## src/rtl/sdram_read_arbiter_if.sv

```systemverilog
// sdram_read_arbiter_if: Avalon-MM pipelined read port bundle.
interface sdram_read_arbiter_if #(
  parameter int ADDR_W = 32,
  parameter int DATA_W = 32
);
  logic [ADDR_W-1:0] address;
  logic              read;
  logic              wait_request;
  logic [DATA_W-1:0] read_data;
  logic              read_data_valid;
  modport master (output address, read, input wait_request, read_data, read_data_valid);
  modport slave (input address, read, output wait_request, read_data, read_data_valid);
endinterface

```

## src/rtl/sdram_read_arbiter.sv

```systemverilog
// sdram_read_arbiter: two pipelined Avalon readers sharing one SDRAM read master, with in-order return routing.
module sdram_read_arbiter #(
  parameter int ADDR_W = 32,
  parameter int DATA_W = 32,
  parameter int MAX_PENDING = 8,
  parameter int STARVE_LIMIT = 16,
  localparam int PW = $clog2(MAX_PENDING),
  localparam int CW = PW + 1,
  localparam int SW = $clog2(STARVE_LIMIT + 1)
) (
  input  logic                   clk,
  input  logic                   rst,
  sdram_read_arbiter_if.slave    m0,
  sdram_read_arbiter_if.slave    m1,
  sdram_read_arbiter_if.master   sdram,
  output logic [CW-1:0]          pending_count,
  output logic                   route_error
);
  typedef enum logic {IDLE, HOLD} state_t;
  state_t state_q, state_d;
  logic grant_q, grant, arb, full, accept, push, pop, head;
  logic [SW-1:0] starve_q, starve_d;
  logic [MAX_PENDING-1:0] owner_q;
  logic [PW-1:0] wr_q, rd_q;
  logic [CW-1:0] count_q;
  logic route_err_q;
  // A stalled grant is frozen so the request stays stable across waitrequest.
  assign arb = m1.read && (!m0.read || starve_q == SW'(STARVE_LIMIT));
  assign grant = (state_q == HOLD) ? grant_q : arb;
  assign full = count_q == CW'(MAX_PENDING);
  assign sdram.address = grant ? m1.address : m0.address;
  assign sdram.read = (grant ? m1.read : m0.read) && !full;
  assign accept = sdram.read && !sdram.wait_request;
  assign m0.wait_request = !(accept && !grant);
  assign m1.wait_request = !(accept && grant);
  assign push = accept;
  assign pop = sdram.read_data_valid && count_q != '0;
  assign head = owner_q[rd_q];
  assign m0.read_data_valid = pop && !head;
  assign m1.read_data_valid = pop && head;
  assign m0.read_data = sdram.read_data;
  assign m1.read_data = sdram.read_data;
  assign pending_count = count_q;
  assign route_error = route_err_q;
  always_comb begin
    state_d = IDLE;
    starve_d = starve_q;
    state_d = (sdram.read && sdram.wait_request) ? HOLD : IDLE;
    starve_d = (!m1.read || (accept && grant)) ? '0 :
               (accept && starve_q != SW'(STARVE_LIMIT)) ? starve_q + 1'b1 : starve_q;
  end
  always_ff @(posedge clk or posedge rst)
    if (rst) begin
      state_q <= IDLE;
      grant_q <= 1'b0;
      starve_q <= '0;
      owner_q <= '0;
      wr_q <= '0;
      rd_q <= '0;
      count_q <= '0;
      route_err_q <= 1'b0;
    end else begin
      state_q <= state_d;
      grant_q <= grant;
      starve_q <= starve_d;
      if (push) owner_q[wr_q] <= grant;
      wr_q <= wr_q + PW'(push);
      rd_q <= rd_q + PW'(pop);
      count_q <= count_q + CW'(push) - CW'(pop);
      route_err_q <= route_err_q | (sdram.read_data_valid && count_q == '0);
    end
endmodule

```

## src/flat_wrapper.sv

```systemverilog
// flat-port wrapper written by rule: the top's interface ports become plain ports
module sdram_read_arbiter_flat 
#(
  parameter int ADDR_W = 32,
  parameter int DATA_W = 32,
  parameter int MAX_PENDING = 8,
  parameter int STARVE_LIMIT = 16,
  localparam int PW = $clog2(MAX_PENDING),
  localparam int CW = PW + 1,
  localparam int SW = $clog2(STARVE_LIMIT + 1)
)
  (clk, rst, pending_count, route_error, m0_address, m0_read, m0_wait_request, m0_read_data, m0_read_data_valid, m1_address, m1_read, m1_wait_request, m1_read_data, m1_read_data_valid, sdram_address, sdram_read, sdram_wait_request, sdram_read_data, sdram_read_data_valid);
  sdram_read_arbiter_if #(.ADDR_W(ADDR_W), .DATA_W(DATA_W)) m0_i ();
  sdram_read_arbiter_if #(.ADDR_W(ADDR_W), .DATA_W(DATA_W)) m1_i ();
  sdram_read_arbiter_if #(.ADDR_W(ADDR_W), .DATA_W(DATA_W)) sdram_i ();
  input  logic clk;
  input  logic rst;
  output logic [CW-1:0] pending_count;
  output logic route_error;
  input wire logic [$bits(m0_i.address)-1:0] m0_address;
  input wire logic [$bits(m0_i.read)-1:0] m0_read;
  output wire logic [$bits(m0_i.wait_request)-1:0] m0_wait_request;
  output wire logic [$bits(m0_i.read_data)-1:0] m0_read_data;
  output wire logic [$bits(m0_i.read_data_valid)-1:0] m0_read_data_valid;
  input wire logic [$bits(m1_i.address)-1:0] m1_address;
  input wire logic [$bits(m1_i.read)-1:0] m1_read;
  output wire logic [$bits(m1_i.wait_request)-1:0] m1_wait_request;
  output wire logic [$bits(m1_i.read_data)-1:0] m1_read_data;
  output wire logic [$bits(m1_i.read_data_valid)-1:0] m1_read_data_valid;
  output wire logic [$bits(sdram_i.address)-1:0] sdram_address;
  output wire logic [$bits(sdram_i.read)-1:0] sdram_read;
  input wire logic [$bits(sdram_i.wait_request)-1:0] sdram_wait_request;
  input wire logic [$bits(sdram_i.read_data)-1:0] sdram_read_data;
  input wire logic [$bits(sdram_i.read_data_valid)-1:0] sdram_read_data_valid;
  assign m0_i.address = m0_address;
  assign m0_i.read = m0_read;
  assign m0_wait_request = m0_i.wait_request;
  assign m0_read_data = m0_i.read_data;
  assign m0_read_data_valid = m0_i.read_data_valid;
  assign m1_i.address = m1_address;
  assign m1_i.read = m1_read;
  assign m1_wait_request = m1_i.wait_request;
  assign m1_read_data = m1_i.read_data;
  assign m1_read_data_valid = m1_i.read_data_valid;
  assign sdram_address = sdram_i.address;
  assign sdram_read = sdram_i.read;
  assign sdram_i.wait_request = sdram_wait_request;
  assign sdram_i.read_data = sdram_read_data;
  assign sdram_i.read_data_valid = sdram_read_data_valid;
  sdram_read_arbiter #(.ADDR_W(ADDR_W), .DATA_W(DATA_W), .MAX_PENDING(MAX_PENDING), .STARVE_LIMIT(STARVE_LIMIT)) u_core (.clk(clk), .rst(rst), .m0(m0_i), .m1(m1_i), .sdram(sdram_i), .pending_count(pending_count), .route_error(route_error));
endmodule
```

## config.mk

```make
export PLATFORM = sky130hd
export DESIGN_NAME = sdram_read_arbiter_flat
export DESIGN_NICKNAME = d
export VERILOG_FILES = /design/src/rtl/sdram_read_arbiter_if.sv /design/src/rtl/sdram_read_arbiter.sv /design/src/flat_wrapper.sv
export SDC_FILE = /design/constraint.sdc
export NUM_CORES = 1
export LEC_CHECK = 0
export BUFFER_PORTS_ARGS = -buffer_cell sky130_fd_sc_hd__buf_2
export CAP_MARGIN = 20
export CORE_MARGIN = 8
export CORE_UTILIZATION = 30
export CTS_CLUSTER_DIAMETER = 50
export DETAILED_ROUTE_END_ITERATION = 7
export GPL_ROUTABILITY_DRIVEN = 0
export MAX_ROUTING_LAYER = met4
export PLACE_DENSITY = 0.64
export SYNTH_ARGS = -nofsm -noshare
export SYNTH_HDL_FRONTEND = slang
export SYNTH_SLANG_ARGS = --single-unit
```

## constraint.sdc

```tcl
create_clock -name clk -period 6.2 [get_ports clk]
set_input_delay 0.62 -clock clk [delete_from_list [all_inputs] [get_ports clk]]
set_output_delay 0.62 -clock clk [all_outputs]
set_load 0.005 [all_outputs]
```

==> impl_metrics.json <==
{
  "status": "finished, final reports clean",
  "insertedDiodeCount": 0,
  "worst-path-max-fanout": 38,
  "layout_min_cycle_time_ns": 3.05,
  "period_share": 0.492,
  "synth_edf_count": 0,
  "grt_pass1_wl_um": 9450,
  "cp_cell_sequence": "inv_1 > ha_1 > nand4bb_1 > a31oi_4 > buf_4 > mux2_2 > buf_2",
  "ios": 208,
  "ir_drop_mv": 0.109,
  "rows": 32,
  "rsz0062_at_grt": "no",
  "ys_seq_elements": 26,
  "crit_start": "u_core.starve_q[0]",
  "async_flop_share": 1.00,
  "avgSynthCellArea_um2": 9.84,
  "clkTransAtPathRegs_ns": 0.09,
  "final_cell_mix": "111 x buf_2, 33 x mux2_2, 26 x dfrtp_1, 16 x inv_1, 10 x ha_1",
  "reg2reg_depth": 8,
  "critPathTopFamily": "buffers and inverters",
  "drt_iter0_markers": 52,
  "post-place-ws_ns": 3.41,
  "power.leakage_nw": 1.27,
  "r2r_setup_slack_ns": 3.86,
  "syn_area_um2": 2330,
  "h-tree-depth": 1,
  "worst_slack_ns": 3.15,
  "start_util": 0.305,
  "finalHoldViolations": 0,
  "rr_endpoint": "u_core.wr_q[2]",
  "regToRegStartpoint": "u_core.pending_count[2]",
  "max_freq_mhz": 328,
  "fin_nets": 398,
  "fill_cells": 787,
  "ys_types": 39,
  "ant_nets": 0,
  "cts_buffers": 3,
  "wl_um": 5870,
  "grt.overflow.total": 0,
  "design_area_um2": 2620,
  "cts_hold_buf": 0,
  "clk_latency_ns": 0.27,
  "skew_ns": 0.00422,
  "die-area_um2": 10800,
  "place_area_um2": 2520,
  "path_depth": 7,
  "wl_per_cell_um": 15.2,
  "grt_pass1_vias": 1971,
  "layout_commonest_cell": "buf_2",
  "maxCapViolCount": 0,
  "grt_antenna_before_repair": 0,
  "clockRootBuffer": "clkbuf_8",
  "syn_inst": 237,
  "crit_type": "reg2out",
  "hold_path_class": "in2async",
  "cts.sinks": 26,
  "core_um2": 7650,
  "critPathMaxStageDelay_ns": 0.44,
  "cts.path.max_buffers": 2,
  "hpwl_um": 4910,
  "cts_tree": "done",
  "yosysSeqAreaShare": 0.279,
  "finalPower_mw": 0.861,
  "critPathCaptureType": "output port",
  "slew_viol_final": 0,
  "critPathLaunchType": "flop",
  "crit_buf_inv": 3,
  "worstMarginPinSlew_ns": 0.898,
  "critPathCapture": "sdram_address[0]",
  "vias": 1750,
  "relSlewSlack": 0.400,
  "drc": 0,
  "ys.flop_type": "dfrtp_1",
  "area_growth_syn_to_layout_pct": 12.4,
  "die_h_um": 104,
  "drt_pass1_iterations": 4,
  "whs_ns": 0.244,
  "syn_nets": 350,
  "post_cts_buffers": 0,
  "power_density_nw_per_um2": 329,
  "viasPerCell": 4.53,
  "setup_viol": 0,
  "drive_above_1_share": 0.560,
  "grt_usage": 0.106,
  "cts.repair.resized": 0,
  "critPathRequiredTime_ns": 5.58,
  "fin_setup_tns_ns": 0,
  "place.port_buffers": 111,
  "cp.arrival_ns": 2.43,
  "die_w_um": 104,
  "slowest_stage": "buf_4",
  "synth_warnings": 0,
  "grt_max_degree": 39
}
-- cells by family after synthesis --
group / share of synthesized area
xor+xnor: 0.0188
mux: 0.192
fa+ha+maj: 0.0623
buf+inv: 0.250
simple gates: 0.103
flops: 0.279
compound gates: 0.0945
-- synth_stat cells, types with 2 or more instances --
cell	number	share of area
nor3_1	3	0.0064
and3_1	4	0.011
a32o_1	2	0.0086
buf_2	4	0.0086
o21ai_2	2	0.0075
ha_1	10	0.054
mux2_2	33	0.16
mux2i_1	2	0.0086
nor2b_1	5	0.013
nor3b_1	7	0.023
dfrtp_1	26	0.28
nand2_1	8	0.013
buf_4	65	0.21
xor2_1	3	0.011
mux4_2	2	0.019
nand4_1	2	0.0054
inv_1	16	0.026
and2_1	2	0.0054
a31oi_1	10	0.027
a21oi_1	7	0.015
xnor2_1	2	0.0075
nor2_1	5	0.0081
-- worst min-delay path by stage --
stage / startpoint / end / cells after the start
global route: rst / u_core.pending_count[1] / 2
global placement: u_core.route_error / u_core.route_error / 1
detailed placement: u_core.route_error / u_core.route_error / 1
floorplan: u_core.owner_q[7] / u_core.owner_q[7] / 1
CTS: u_core.route_error / u_core.route_error / 1
finish: rst / u_core.pending_count[1] / 2
-- cell type report --
cell class | count | area [um2] | share of cell area
multi-input cells | 124 | 1110 | 0.425
inverters | 16 | 60.1 | 0.0229
flip-flops and latches | 26 | 651 | 0.248
repair buffers | 114 | 598 | 0.228
well taps | 102 | 128 | 0.0487
clock buffers | 3 | 41.3 | 0.0158
clock inverters | 1 | 30.0 | 0.0115
-- where the power goes --
group          internal, mW  switching (mW)  total [mW]
Combinational         0.220           0.194       0.415
Clock                0.0864          0.0552       0.142
Sequential            0.239          0.0658       0.305
-- worst reg2reg max path, cell delays in order (launching register included) --
cell and delay [ns]:
dfrtp_1 0.38, inv_1 0.10, ha_1 0.15, nor3b_1 0.73, a2111oi_4 0.08, buf_4 0.26
and2_1 0.22, ha_1 0.19, xor2_1 0.13
-- metrics by stage --
stage	std cells	util
2_1_floorplan	237	-
3_3_place_gp	381	0.330
3_5_place_dp	381	0.330
4_1_cts	385	0.339
5_1_grt	386	0.343
6_report	386	0.343
-- flip-flops by register name (all words and copies together), names as in the netlist --
name / flops
u_core.pending_count: 4
u_core.rd_q: 3
u_core.state_q: 1
u_core.route_error: 1
u_core.owner_q: 8
u_core.grant_q: 1
u_core.wr_q: 3
u_core.starve_q: 5
-- metal layers --
metal / part of all wire / global-route usage / vias up
met5: 0 / - / -
met4: 0.0094 / 0.0393 / 0
met3: 0.071 / 0.0353 / 8
met2: 0.47 / 0.164 / 61
met1: 0.45 / 0.126 / 831
li1: - / - / 850
(Power assumes the default switching activity.)
